--- src/rtl/counter_pkg.sv ---
// Shared definitions for the down-counting timer: FSM state encoding and legal width range.
// No logic; imported by the timer top level.
package counter_pkg;

    typedef enum logic [1:0] {
        IDLE    = 2'd0,
        RUN     = 2'd1,
        EXPIRED = 2'd2
    } timer_state_t;

    localparam int WIDTH_MIN = 2;
    localparam int WIDTH_MAX = 16;

endpackage

--- src/rtl/counter_down_core.sv ---
// WIDTH-bit down-counter register with synchronous load, decrement enable and is_one flag.
// Latency: load/decrement visible one cycle after the edge. No backpressure; load wins over dec.
module counter_down_core #(
    parameter int WIDTH = 4
) (
    input  logic             clk,
    input  logic             rst,
    input  logic             load,
    input  logic [WIDTH-1:0] load_value,
    input  logic             dec,
    output logic [WIDTH-1:0] count,
    output logic             is_one
);

    always_ff @(posedge clk or posedge rst) begin
        if (rst) begin
            count <= '0;
        end else if (load) begin
            count <= load_value;
        end else if (dec) begin
            count <= count - 1'b1;
        end
    end

    assign is_one = (count == {{(WIDTH-1){1'b0}}, 1'b1});

endmodule

--- src/rtl/counter_down_sync_timer.sv ---
// Down-counting interval timer with reload register, one-shot/periodic modes and a one-cycle tc pulse.
// Latency: start loads count_out for the next cycle; tc_out follows the 1->reload/0 edge. No backpressure.
module counter_down_sync_timer
    import counter_pkg::*;
#(
    parameter int WIDTH = 4
) (
    input  logic             clk,
    input  logic             reset_ah_in,
    input  logic             load_in,
    input  logic [WIDTH-1:0] load_value_in,
    input  logic             start_in,
    input  logic             stop_in,
    input  logic             enable_in,
    input  logic             mode_in,
    output logic [WIDTH-1:0] count_out,
    output logic             tc_out,
    output logic             busy_out
);

    if (WIDTH < WIDTH_MIN || WIDTH > WIDTH_MAX) begin : g_bad_width
        $error("counter_down_sync_timer: WIDTH out of range");
    end

    timer_state_t     state_q, state_nxt;
    logic [WIDTH-1:0] reload_q;
    logic [WIDTH-1:0] r_eff;
    logic             mode_q, mode_nxt;
    logic             tc_nxt;
    logic             core_load, core_dec;
    logic             is_one;
    logic             start_ok;

    assign r_eff    = load_in ? load_value_in : reload_q;
    assign start_ok = start_in && !stop_in && (r_eff != '0);

    always_ff @(posedge clk or posedge reset_ah_in) begin
        if (reset_ah_in) begin
            reload_q <= '0;
        end else if (load_in) begin
            reload_q <= load_value_in;
        end
    end

    always_comb begin
        state_nxt = state_q;
        mode_nxt  = mode_q;
        tc_nxt    = 1'b0;
        core_load = 1'b0;
        core_dec  = 1'b0;
        if (start_ok) begin
            // A start always wins over counting, so a restart at count 1 emits no tc.
            state_nxt = RUN;
            mode_nxt  = mode_in;
            core_load = 1'b1;
        end else if (state_q == RUN) begin
            if (stop_in) begin
                state_nxt = IDLE;
            end else if (enable_in) begin
                if (is_one) begin
                    tc_nxt = 1'b1;
                    if (mode_q && (r_eff != '0)) begin
                        core_load = 1'b1;
                    end else begin
                        // One-shot, or a periodic reload of zero: park at 0 rather than wrap.
                        core_load = mode_q;
                        core_dec  = !mode_q;
                        state_nxt = EXPIRED;
                    end
                end else begin
                    core_dec = 1'b1;
                end
            end
        end
    end

    always_ff @(posedge clk or posedge reset_ah_in) begin
        if (reset_ah_in) begin
            state_q  <= IDLE;
            mode_q   <= 1'b0;
            tc_out   <= 1'b0;
            busy_out <= 1'b0;
        end else begin
            state_q  <= state_nxt;
            mode_q   <= mode_nxt;
            tc_out   <= tc_nxt;
            busy_out <= (state_nxt == RUN);
        end
    end

    counter_down_core #(
        .WIDTH(WIDTH)
    ) u_core (
        .clk        (clk),
        .rst        (reset_ah_in),
        .load       (core_load),
        .load_value (r_eff),
        .dec        (core_dec),
        .count      (count_out),
        .is_one     (is_one)
    );

endmodule

--- config.mk ---
export PLATFORM = sky130hd
export DESIGN_NAME = counter_down_sync_timer
export DESIGN_NICKNAME = d
export VERILOG_FILES = /design/src/rtl/counter_pkg.sv /design/src/rtl/counter_down_core.sv /design/src/rtl/counter_down_sync_timer.sv
export SDC_FILE = /design/constraint.sdc
export NUM_CORES = 1
export LEC_CHECK = 0
export CAP_MARGIN = 40
export CORE_MARGIN = 1.5
export CORE_UTILIZATION = 37
export CTS_CLUSTER_DIAMETER = 80
export DETAILED_ROUTE_END_ITERATION = 8
export PLACE_DENSITY = 0.72
export SYNTH_ARGS = -nofsm -noshare
export SYNTH_HDL_FRONTEND = slang
export SYNTH_SLANG_ARGS = --single-unit
export TNS_END_PERCENT = 5
--- constraint.sdc ---
create_clock -name clk -period 2 [get_ports clk]
set_input_delay 0.4 -clock clk [delete_from_list [all_inputs] [get_ports clk]]
set_output_delay 0.4 -clock clk [all_outputs]
set_load 0.02 [all_outputs]
Yosys cells after proc, flatten, opt, wreduce, memory -nomap -nowiden
Cells that the tools add are included.

$add $sub $neg: 1. Equal/unequal tests: 3. Mux-type cells: 26. Reductions and logical operators: 7.

Operators with widths (number): two-way mux 1 bit (17); two-way mux 2 bit (6); two-way mux 4 bit (3); equality test 2 x 1 -> 1 bit, second input constant (2); equality test 4 x 1 -> 1 bit, second input constant (1); nonzero test 4 bit (1); subtractor 4 x 1 -> 4 bit, second input constant (1); logical AND 1 bit (3); logical NOT 1 bit (2); nonzero test 2 bit (1).

Register bits after elaboration: 13. Input bits: 11. Output and inout port bits: 6. Logic and storage cells: 43.

Logic depth before layout (Yosys ltp)
Gate-level depths: netlist (run 1).

Word-level depth: 11. Gate-level depth with buffers: 6. Gate-level depth less buffers: 6.

Hierarchy
A second synthesis (run 1) with hierarchy kept.

Cell total of the unflattened synthesis: 66. Area, all modules: 735.7 sq um.

Modules (own cells, without submodules): counter_down_sync_timer (times used 1, cells each 42, area each 491.7 sq um, seq. area each 225.2 sq um); counter_down_core (times used 1, cells each 24, area each 244.0 sq um, seq. area each 100.1 sq um).

Worst setup path after synthesis (run 1)
No wires, ideal clock.

Path kind: input to register. Start point: input port load_value_in[1]. End point: register u_core.count[0]. Setup time: 0.125 ns. Data arrival time: 1.562 ns. Data required time: 1.875 ns. Setup slack: 0.313 ns. Stages: 4. Buffers on the path: 0. Path through: or4b_4 -> o221ai_4 -> o21ai_4 -> mux2_4.

Cells in the longest elaborated chain, start to end: 10. Elaborated cells between the ends (all ways): 18. Classes of those cells: 14 x mux; 4 x reduce/logical.

RTL lines: from (decl) (line counter_down_sync_timer.sv:11) `input logic [WIDTH-1:0] load_value_in,`; two-way mux 4 bit (*); nonzero test 4 bit (*) (line counter_down_sync_timer.sv:35, counter_down_sync_timer.sv:62); logical AND 1 bit (line counter_down_sync_timer.sv:62) `if (mode_q && (r_eff != '0)) begin`; two-way mux 1 bit (line counter_down_sync_timer.sv:62); two-way mux 1 bit (line counter_down_sync_timer.sv:60) `if (is_one) begin`; two-way mux 1 bit (line counter_down_sync_timer.sv:59) `end else if (enable_in) begin`; two-way mux 1 bit (line counter_down_sync_timer.sv:57) `if (stop_in) begin`; two-way mux 1 bit (line counter_down_sync_timer.sv:56) `end else if (state_q == RUN) begin`; two-way mux 1 bit (line counter_down_sync_timer.sv:51) `if (start_ok) begin`; two-way mux 4 bit / nonzero test 2 bit (equally long branches); to (signal assigned) (line counter_down_core.sv:19) `count <= load_value;`; to (signal assigned) (line counter_down_core.sv:21) `count <= count - 1'b1;`; to (decl) (line counter_down_core.sv:11) `output logic [WIDTH-1:0] count,`.

Mark *: on every way between the ends. The rest lies on a longest branch, timed or not. A chain may end at the register's enable or synchronous reset.

Worst setup path after layout (run 1)
Start point: input port load_in. End point: register u_core.count[1].

Cells in the longest elaborated chain, start to end: 10. Elaborated cells between the ends (all ways): 18. Classes of those cells: 14 x mux; 4 x reduce/logical.

RTL lines: from (decl) (line counter_down_sync_timer.sv:10) `input logic load_in,`; two-way mux 4 bit (*); nonzero test 4 bit (line counter_down_sync_timer.sv:35, counter_down_sync_timer.sv:62); logical AND 1 bit (line counter_down_sync_timer.sv:62); two-way mux 1 bit (line counter_down_sync_timer.sv:62); two-way mux 1 bit (line counter_down_sync_timer.sv:60); two-way mux 1 bit (line counter_down_sync_timer.sv:59); two-way mux 1 bit (line counter_down_sync_timer.sv:57); two-way mux 1 bit (line counter_down_sync_timer.sv:56); two-way mux 1 bit (line counter_down_sync_timer.sv:51); two-way mux 4 bit / nonzero test 2 bit (equally long branches).

Marked as above.

==> results of run 1 <==
[how the worst min path moves through the flow]
stage                               start                          end  slack, ps  cells past startpoint
finish                        reset_ah_in             tc_out$_DFF_PP0_        430                      2
global route                  reset_ah_in  u_core.count[3]$_DFFE_PP0P_        470                      2
CTS                           reset_ah_in             tc_out$_DFF_PP0_        450                      2
detailed placement   state_q[0]$_DFF_PP0_         state_q[0]$_DFF_PP0_        520                      1
global placement    reload_q[3]$_DFF_PP0_        reload_q[3]$_DFF_PP0_        510                      1
floorplan                     reset_ah_in           busy_out$_DFF_PP0_        280                      1
[registers in the layout, summed over array words and instances, names as in the netlist]
signal / flops
u_core.count: 4
mode_q: 1
reload_q: 4
state_q: 2
busy_out: 1
tc_out: 1
[layer usage]
layer  GRT usage, %  vias up  part of all wire, %
met5              0        -                    0
met4          6.667        0                  1.3
met3          2.308        2                  4.5
met2          26.30       17                   51
met1          17.75      256                   43
li1               -      251                    -
[logic make-up after synthesis]
kind of cell	count (synthesis)	share of synthesized area, %
AND/OR/NAND/NOR	16	16.55
flip-flops	13	45.30
multiplexers	10	18.12
AO/OA/AOI/OAI	6	11.33
XOR/XNOR	3	3.659
buffers and inverters	3	1.568
adder cells (fa/ha/maj)	2	3.484
[power by group through the flow]
stage | clock (W) | sequential [W] | combinational (W)
after global placement | 0 | 0.000371 | 0.000350
final | 0.000163 | 0.000368 | 0.000359
after detailed placement | 0 | 0.000372 | 0.000357
after global routing | 0.000176 | 0.000374 | 0.000390
after floorplan | 0 | 0.000404 | 0.000174
after CTS | 0.000166 | 0.000367 | 0.000360
[worst max-delay path: cells and delay by family]
kind	cells	cell delay [ps]
AOI/OAI and AO/OA	2	350
muxes	1	320
and+or+nand+nor	1	590
buffers and inverters	1	460
[cells in the final DEF, fill, tap and decap left out, types with 2 or more instances in the layout]
cell type / Yosys / final
buf_4: 0 / 6
clkbuf_4: 0 / 3
clkdlybuf4s50_1: 0 / 16
dfrtp_1: 13 / 13
ha_1: 2 / 2
inv_1: 3 / 3
mux2_2: 4 / 4
mux2_4: 5 / 5
nand2_1: 2 / 2
nand4_1: 2 / 2
nor2_1: 2 / 2
xnor2_1: 3 / 3
[through the flow]
stage,setup TNS (ps),instances
global route,0,104
finish,0,104
floorplan,0,53
CTS,0,104
global placement,-1481,100
detailed placement,-1889,100
[final cells by class]
cell class	instances	area, µm²	area share (%)
multi-input combinational	37	381.6	38.90
tap	25	31.28	3.189
timing repair buffer	22	205.2	20.92
sequential	13	325.3	33.16
inverter	3	11.26	1.148
clock buffer	4	26.28	2.679
==> metrics.txt, run 1 <==
result of the run complete, no violations; launch point of the worst reg-to-reg path reload_q[1]$_DFF_PP0_; Cell Int Power a little under 0.0006 W; critical path arrival 2120 ps; DRC 0; Static Leak ~0.41 nW; postcts setup bufs 0; clock skew 0.7754 ps; signed area change from the synthesized netlist to the final layout 36.59%; count of final max-slew check failures 0; clock tree from TritonCTS built; Comb pwr share 40.3%; Worst Reg2Reg Path Length in Cells 4; Tot GR Track Use 14.90%; flip-flop and latch count after synthesis 13; fraction of layout cells with a size suffix above 1 34.18%; Period minus WS final 1960 ps; FMAX 510.2 MHz; final core occ 55.02%; Port Buffer Count 16; HPWL after detailed placement between 1000 and 1500 µm; CTS sink cnt 13; minimum hold slack ~430 ps; setup slack after layout 39.95 ps; proportion of register bits with asynchronous set or reset after synthesis 100.0%; Bufs on Longest Clock Path 2; total setup violations reported at the end of the flow 0; Iteration-0 DRC Markers 6; wire length per cell after detailed routing 13.67 µm; fill cell instance count of the final layout 145; Worst VDD drop 0.0003442 V; maximum number of pins on one net before global-route repair 14; critical path start-end classification in -> reg; Worst Setup EP u_core.count[1]$_DFFE_PP0P_; endpoint of the worst-slack reg-to-reg timing path u_core.count[1]$_DFFE_PP0P_; number of instances in the synthesized netlist 53; final worst path period share 98.00%; critical path startpoint category input port; H-tree depth 1; placeable core region between 0.0015 and 0.002 mm²; RSZ-0062 raised after global routing false; count of antenna diodes in the layout 0; area leader, netlist dfrtp_1; final total power 0.0008902 W; share of the yosys chip area belonging to registers 45.30%; # rows 15; max-slew headroom at the worst pin between 60% and 70%; ys flop type dfrtp_1; Slew @ Worst Pin 471.0 ps; Clock Latency Late Sink 270 ps; number of synthesized flops with an enable pin 0; worst slack at placement -251.0 ps; CTS clock-pin slew for the worst setup and hold paths roughly 80 ps; number of global-route vias before repair around 520; Yosys top cell area share 45.30%; critical path cell sequence clkdlybuf4s50_1 -> or4_4 -> o221ai_4 -> o21ai_4 -> mux2_4; delay of the slowest cell on the worst path a little under 600 ps; setup slack of the worst register-to-register path 280 ps; Final Hold Fails 0; Critical Path End Type register; total wirelength of the detailed-routed design 1422 µm; leading cell type by number of instances after synthesis dfrtp_1; post-synth net total 66; Synth Warn # 0; synth top area cells dfrtp_1 45%, mux2_4 10%, mux2_2 6.3%; antenna-violating nets left 0; clk root buf clkbuf_4; overall overflow remaining after global route 0; Netlist Area Pre-Place 718.2 µm²; number of distinct library cells after synthesis 26; critical-path cell with the highest stage delay or4_4; required time at the endpoint of the critical path roughly 2200 ps; count of instances resized after the clock tree is built 0; final design area excluding fillers 980.9 µm²; part of the power in registers between 40% and 50%; number of CTS-inserted buffers 3; initial antenna violation count 0; net switching power a little under 0.0003 W; total die area 0.002214 mm²; Max Cap Viol 0; Pwr per Cell Area 907.5 mW/mm²; starting density of the core 40.28%; net total in the final layout 93; switching part of the total power between 30 and 40%; GPL Wtd Cong 0.7549; launch point of the worst path load_in; number of optimization iterations in the first detailed-route pass 4; clock network power share ~18%; floorplan die height around 47 µm; list of most frequent post-synthesis cells 13 x dfrtp_1, 5 x mux2_4, 4 x mux2_2, 3 x inv_1, 3 x xnor2_1; Hold-fix buffers, CTS 0; global-route wire length before repair 2242 µm; via count 526; Chip Width between 40 and 50 µm; worst hold path type in -> async; average vias per placed instance 5.058; average footprint of a synthesized cell 13.55 µm²; IO Count 17; critical path fanouts, max 4; placed cell area 954.7 µm²
Note: power is estimated with default switching activity, not from simulation.
==> run 2, diff against run 1 <==
Settings changed: GPL_ROUTABILITY_DRIVEN set to 0.
==> results of run 2 <==
No change in the layout: final DEF, timing and power equal those of run 1.
